`config.mk`:
```
export PLATFORM = sky130hd
export DESIGN_NAME = paddle_input_ctrl
export DESIGN_NICKNAME = d
export VERILOG_FILES = /design/src/rtl/pong_pkg.sv /design/src/rtl/btn_channel.sv /design/src/rtl/paddle_input_ctrl.sv
export SDC_FILE = /design/constraint.sdc
export NUM_CORES = 1
export LEC_CHECK = 0
export ABC_AREA = 1
export CAP_MARGIN = 25
export CORE_MARGIN = 2
export CORE_UTILIZATION = 35
export DETAILED_ROUTE_END_ITERATION = 16
export PLACE_DENSITY = 0.55
export REMOVE_ABC_BUFFERS = 1
export SLEW_MARGIN = 20
export SYNTH_ARGS = -nofsm -noshare
export SYNTH_HDL_FRONTEND = slang
export SYNTH_HIERARCHICAL = 1
export SYNTH_SLANG_ARGS = --single-unit
```
`constraint.sdc`:
```
create_clock -name clk -period 1.4 [get_ports clk]
set_input_delay 0.28 -clock clk [delete_from_list [all_inputs] [get_ports clk]]
set_output_delay 0.28 -clock clk [all_outputs]
set_load 0.005 [all_outputs]
```
`src/rtl/pong_pkg.sv`:
```
// Shared types and constants for the Pong paddle input path.
package pong_pkg;

  typedef enum logic [1:0] {
    IDLE   = 2'd0,
    DELAY  = 2'd1,
    REPEAT = 2'd2,
    LOCK   = 2'd3
  } chan_state_t;

  localparam int BTN_P1_UP = 0;
  localparam int BTN_P1_DN = 1;
  localparam int BTN_P2_UP = 2;
  localparam int BTN_P2_DN = 3;

  // Counter width sized by the largest timing parameter; limit-1 always fits.
  function automatic int cnt_width(input int a, input int b, input int c);
    int m;
    m = (a > b) ? a : b;
    m = (m > c) ? m : c;
    return ($clog2(m) < 1) ? 1 : $clog2(m);
  endfunction

endpackage

```
`src/rtl/btn_channel.sv`:
```
// One button: 2-flop synchroniser, debouncer and press/auto-repeat FSM.
module btn_channel
  import pong_pkg::*;
#(
  parameter int DEBOUNCE_CYCLES = 500000,
  parameter int REPEAT_DELAY    = 25000000,
  parameter int REPEAT_RATE     = 2500000
) (
  input  logic clk,
  input  logic rst_n,
  input  logic game_en,
  input  logic raw,
  output logic clean,
  output logic pulse
);

  localparam int CW = cnt_width(DEBOUNCE_CYCLES, REPEAT_DELAY, REPEAT_RATE);
  localparam logic [CW-1:0] DB_LAST    = CW'(DEBOUNCE_CYCLES - 1);
  localparam logic [CW-1:0] DELAY_LAST = CW'(REPEAT_DELAY - 1);
  localparam logic [CW-1:0] RATE_LAST  = CW'(REPEAT_RATE - 1);

  logic [1:0]    sync_reg;
  logic [CW-1:0] db_cnt;
  logic [CW-1:0] cnt;
  chan_state_t   state;

  always_ff @(posedge clk or negedge rst_n) begin
    if (!rst_n) begin
      sync_reg <= 2'b00;
      db_cnt   <= '0;
      clean    <= 1'b0;
    end else begin
      sync_reg <= {sync_reg[0], raw};
      if (sync_reg[1] == clean) begin
        db_cnt <= '0;
      end else if (db_cnt == DB_LAST) begin
        clean  <= ~clean;
        db_cnt <= '0;
      end else begin
        db_cnt <= db_cnt + 1'b1;
      end
    end
  end

  // Raw pulse is combinational so the registered output stage adds only one cycle.
  always_comb begin
    pulse = 1'b0;
    if (game_en && clean) begin
      case (state)
        IDLE:    pulse = 1'b1;
        DELAY:   pulse = (cnt == DELAY_LAST);
        REPEAT:  pulse = (cnt == RATE_LAST);
        default: pulse = 1'b0;
      endcase
    end
  end

  always_ff @(posedge clk or negedge rst_n) begin
    if (!rst_n) begin
      state <= IDLE;
      cnt   <= '0;
    end else if (!game_en) begin
      state <= clean ? LOCK : IDLE;
      cnt   <= '0;
    end else begin
      case (state)
        IDLE: begin
          cnt <= '0;
          if (clean) state <= DELAY;
        end
        DELAY: begin
          if (!clean) begin
            state <= IDLE;
            cnt   <= '0;
          end else if (cnt == DELAY_LAST) begin
            state <= REPEAT;
            cnt   <= '0;
          end else begin
            cnt <= cnt + 1'b1;
          end
        end
        REPEAT: begin
          if (!clean) begin
            state <= IDLE;
            cnt   <= '0;
          end else if (cnt == RATE_LAST) begin
            cnt <= '0;
          end else begin
            cnt <= cnt + 1'b1;
          end
        end
        default: begin
          cnt <= '0;
          if (!clean) state <= IDLE;
        end
      endcase
    end
  end

endmodule

```
`src/rtl/paddle_input_ctrl.sv`:
```
// Four paddle buttons: per-button channels plus per-player up/down conflict resolution.
module paddle_input_ctrl
  import pong_pkg::*;
#(
  parameter int DEBOUNCE_CYCLES = 500000,
  parameter int REPEAT_DELAY    = 25000000,
  parameter int REPEAT_RATE     = 2500000
) (
  input  logic       clk,
  input  logic       rst_n,
  input  logic       game_en,
  input  logic [3:0] btn_raw,
  output logic       p1_up,
  output logic       p1_dn,
  output logic       p2_up,
  output logic       p2_dn,
  output logic [3:0] btn_clean
);

  logic [3:0] raw_pulse;

  generate
    for (genvar gi = 0; gi < 4; gi++) begin : g_chan
      btn_channel #(
        .DEBOUNCE_CYCLES(DEBOUNCE_CYCLES),
        .REPEAT_DELAY   (REPEAT_DELAY),
        .REPEAT_RATE    (REPEAT_RATE)
      ) u_chan (
        .clk    (clk),
        .rst_n  (rst_n),
        .game_en(game_en),
        .raw    (btn_raw[gi]),
        .clean  (btn_clean[gi]),
        .pulse  (raw_pulse[gi])
      );
    end
  endgenerate

  // Simultaneous up and down pulses for one player cancel out.
  always_ff @(posedge clk or negedge rst_n) begin
    if (!rst_n) begin
      p1_up <= 1'b0;
      p1_dn <= 1'b0;
      p2_up <= 1'b0;
      p2_dn <= 1'b0;
    end else begin
      p1_up <= raw_pulse[BTN_P1_UP] & ~raw_pulse[BTN_P1_DN];
      p1_dn <= raw_pulse[BTN_P1_DN] & ~raw_pulse[BTN_P1_UP];
      p2_up <= raw_pulse[BTN_P2_UP] & ~raw_pulse[BTN_P2_DN];
      p2_dn <= raw_pulse[BTN_P2_DN] & ~raw_pulse[BTN_P2_UP];
    end
  end

endmodule

```
==> flow_summary.ini <==
[sta]
timing.final.ws_setup_ns = -0.255
clock_skew_ns = 0.0232
finalCritPeriodShare_pct = 118
finalSetupTns_ns = -20.21
fmax_mhz = 604
setup_viol = 147
maxSlewHeadroom_pct = 74.5
rsz0062_at_grt = true
final-max-slew-violation-count = 0
fin_crit_ns = 1.65
tightest_slew_ns = 0.382
hold_viol = 0

[clock_tree]
clock-sinks = 224
ctsLongestPathBuffers = 3
worstSkewPairLatency_ns = 0.57
clk_pin_slew_worst_paths_ns = 0.06
cts_tree = yes
htree_levels = 1
cts_root_buf = clkbuf_16
cts_buffers = 29

[final_layout]
antenna_cells = 0
design_area_mm2 = 0.0211
fillers = 3605
drive_above_1_share_pct = 41.4
ff_latch_area_mm2 = 0.00563
top_regs = g_chan.u_chan/cnt (100), g_chan.u_chan/db_cnt (100)
fin_nets = 2448
syn_to_final_growth_pct = 54.7
fin_cells = 2957
multiInputGateArea_mm2 = 0.00918

[yosys]
yosysMostFrequentCell = nand2_1
synth-async-reset-ratio_pct = 100
synth.distinct_cells = 29
synth_top_cells_by_area = dfrtp_1 (41%), nand2_1 (15%), nor2_1 (12%), inv_1 (6.9%), nand3_1 (6.1%)
syn_area_mm2 = 0.0137
yosys-top-cells-count = nand2_1 (538), nor2_1 (439), inv_1 (252)
yosysWarnings = 6
synth_seq_cells = 224
seq_area_frac_synth_pct = 41.1
post-synth-top-area-fraction_pct = 41.1
syn_inst = 1979
synth_edf_count = 0
avgSynthCellArea_um2 = 6.90
synth_ff_type = dfrtp_1
yosys.area.top_type = dfrtp_1

[floorplanning]
rows = 72
initial_core_util_pct = 35.4
die_h_um = 201
die_area_mm2 = 0.0406
die_w_um = 201
core_mm2 = 0.0386
ios = 15

[critical_path]
crit_slowest_cell = dfrtp_1
start_kind = flip-flop
worst_path_most_repeated_cell = nand2_2
worst_setup_path_end_kind = flip-flop
path_cells = ha_2, nand2_2, nor2_4, nand2_2, nor2_4, nand2_2, nand2_1, nand2_2, nand2_4, buf_6, nor2_1
slowest_delay_ns = 0.35
critPathKind = flip-flop to flip-flop
crit_fanout = 5
required_ns = 1.84
crit_arrival_ns = 2.09

[pwr]
switchingPower_mw = 3.60
power_frac_comb_pct = 5.6
finalPower_mw = 15.8
p_int_mw = 12.2
power.share.sequential_pct = 41.9
power_density_mw_per_mm2 = 747
sw_frac_of_total_pct = 22.8
power_frac_clock_pct = 52.5
power.leakage_nw = 9.29
vdd_ir_drop_max_mv = 0.840

[flow_run]
maxCapViolCount = 0

[place]
gp_congestion = 0.910
hpwl_um = 27100
pre_cts_slack_ns = -0.237
place_area_mm2 = 0.0169
io_buffers = 14
dpl.cell_count = 2826

[grt]
grt_pass1_vias = 13300
grt_pass1_wl_um = 62900
antenna_found_initial = 0
overflow = 0
track_usage_pct = 18.4
grt_max_degree = 53

[routing]
drt_iter0_markers = 847
via_count = 14100
dr.pass1.iters = 5
wirelength_um = 41100
wire_per_inst_um = 13.9
drc = 0
viasPerCell = 4.78
ant_nets = 0

[run_status]
violations = setup timing
status = finished, violations left

[hold_path]
min_path_type = input port to async pin
## cells in the final DEF, fill, tap and decap left out, types with 11 or more instances in the layout
master / n
nand2_1: 418
buf_4: 353
nor2_1: 268
dfrtp_1: 206
inv_1: 203
nor2_2: 127
nand3_1: 121
nand2_2: 103
nor2_4: 84
xor2_1: 67
buf_6: 43
inv_2: 37
nand3_2: 37
nand4_1: 37
clkbuf_16: 34
nor3_1: 30
nor3_2: 27
nand2_4: 25
nor3_4: 24
dfrtp_2: 18
xnor2_1: 17
ha_1: 16
nand2_8: 11
o21ai_0: 11
inv_4: 11
## layer usage
layer | vias to the layer above | wire length (µm) | GRT usage (%)
met5 | - | 0 | 0
met4 | 0 | 1100 | 4.94
met3 | 88 | 1520 | 2.33
met2 | 299 | 20200 | 31.0
met1 | 6722 | 18200 | 24.8
li1 | 7022 | - | -
## area by class of cell
cell class | count | share of cell area [%]
tap | 518 | 3.07
clock buffer | 36 | 3.75
multi-input combinational | 1483 | 43.5
inverter | 256 | 4.84
clock inverter | 17 | 1.31
sequential | 224 | 26.7
timing repair buffer | 423 | 16.9
## path summary, 6_finish.rpt
path | startpoint | slack (ns) | endpoint | cells after the start
setup / recovery | g_chan[0].u_chan/cnt[1]$_DFF_PN0_ | -0.25 | g_chan[0].u_chan/cnt[11]$_DFF_PN0_ | 11
hold / removal | rst_n | 0.16 | g_chan[3].u_chan/db_cnt[14]$_DFF_PN0_ | 2
setup reg to reg | g_chan[0].u_chan/cnt[1]$_DFF_PN0_ | -0.25 | g_chan[0].u_chan/cnt[11]$_DFF_PN0_ | 11
hold reg to reg | g_chan[0].u_chan/sync_reg[0]$_DFF_PN0_ | 0.35 | g_chan[0].u_chan/sync_reg[1]$_DFF_PN0_ | 0
max in group asynchronous | rst_n | 0.60 | g_chan[2].u_chan/cnt[6]$_DFF_PN0_ | 3
min in group clk | btn_raw[3] | 0.16 | g_chan[3].u_chan/sync_reg[0]$_DFF_PN0_ | 1
## through the flow
stage / hold slack [ns] / utilization, %
after floorplan: -0.0156 / -
after global placement: 0.155 / 43.9
after detailed placement: 0.151 / 43.9
after CTS: 0.132 / 49.1
after global routing: 0.137 / 54.8
final: 0.155 / 54.8
## cells by family (layout without fill, tap and decap cells)
kind of cell    Yosys count  in the layout  share of synthesized area (%)
buf+inv                 275            732                           8.02
xor+xnor                 92             92                           5.90
compound gates           37             37                           1.52
simple gates           1327           1330                           41.3
fa+ha+maj                24             24                           2.20
flops                   224            224                           41.1
## repair_timing
item                                   in CTS  in global routing
cloned                                      3                  7
pin swaps                                  61                158
hold buffers                                1                  0
resized for setup                         242                501
buffers inserted                           30                 43
endpoints found under the hold margin     224                  0
setup endpoints to repair                 193                212
## worst max-delay path, delay by kind of cell (launching register included)
| kind | cells | cell delay (ns) |
|---|---|---|
| flops | 1 | 0.35 |
| simple gates | 9 | 0.85 |
| fa+ha+maj | 1 | 0.19 |
| buf+inv | 1 | 0.16 |
## power groups by stage
stage	Clock [mW]	Sequential, mW	Combinational [mW]
final	8.27	6.62	0.883
after global routing	8.80	6.62	0.995
after CTS	8.52	6.61	0.779
after detailed placement	0	6.71	0.699
after global placement	0	6.71	0.691
after floorplan	0	6.70	0.291
Power figures use the tool's default switching activity.
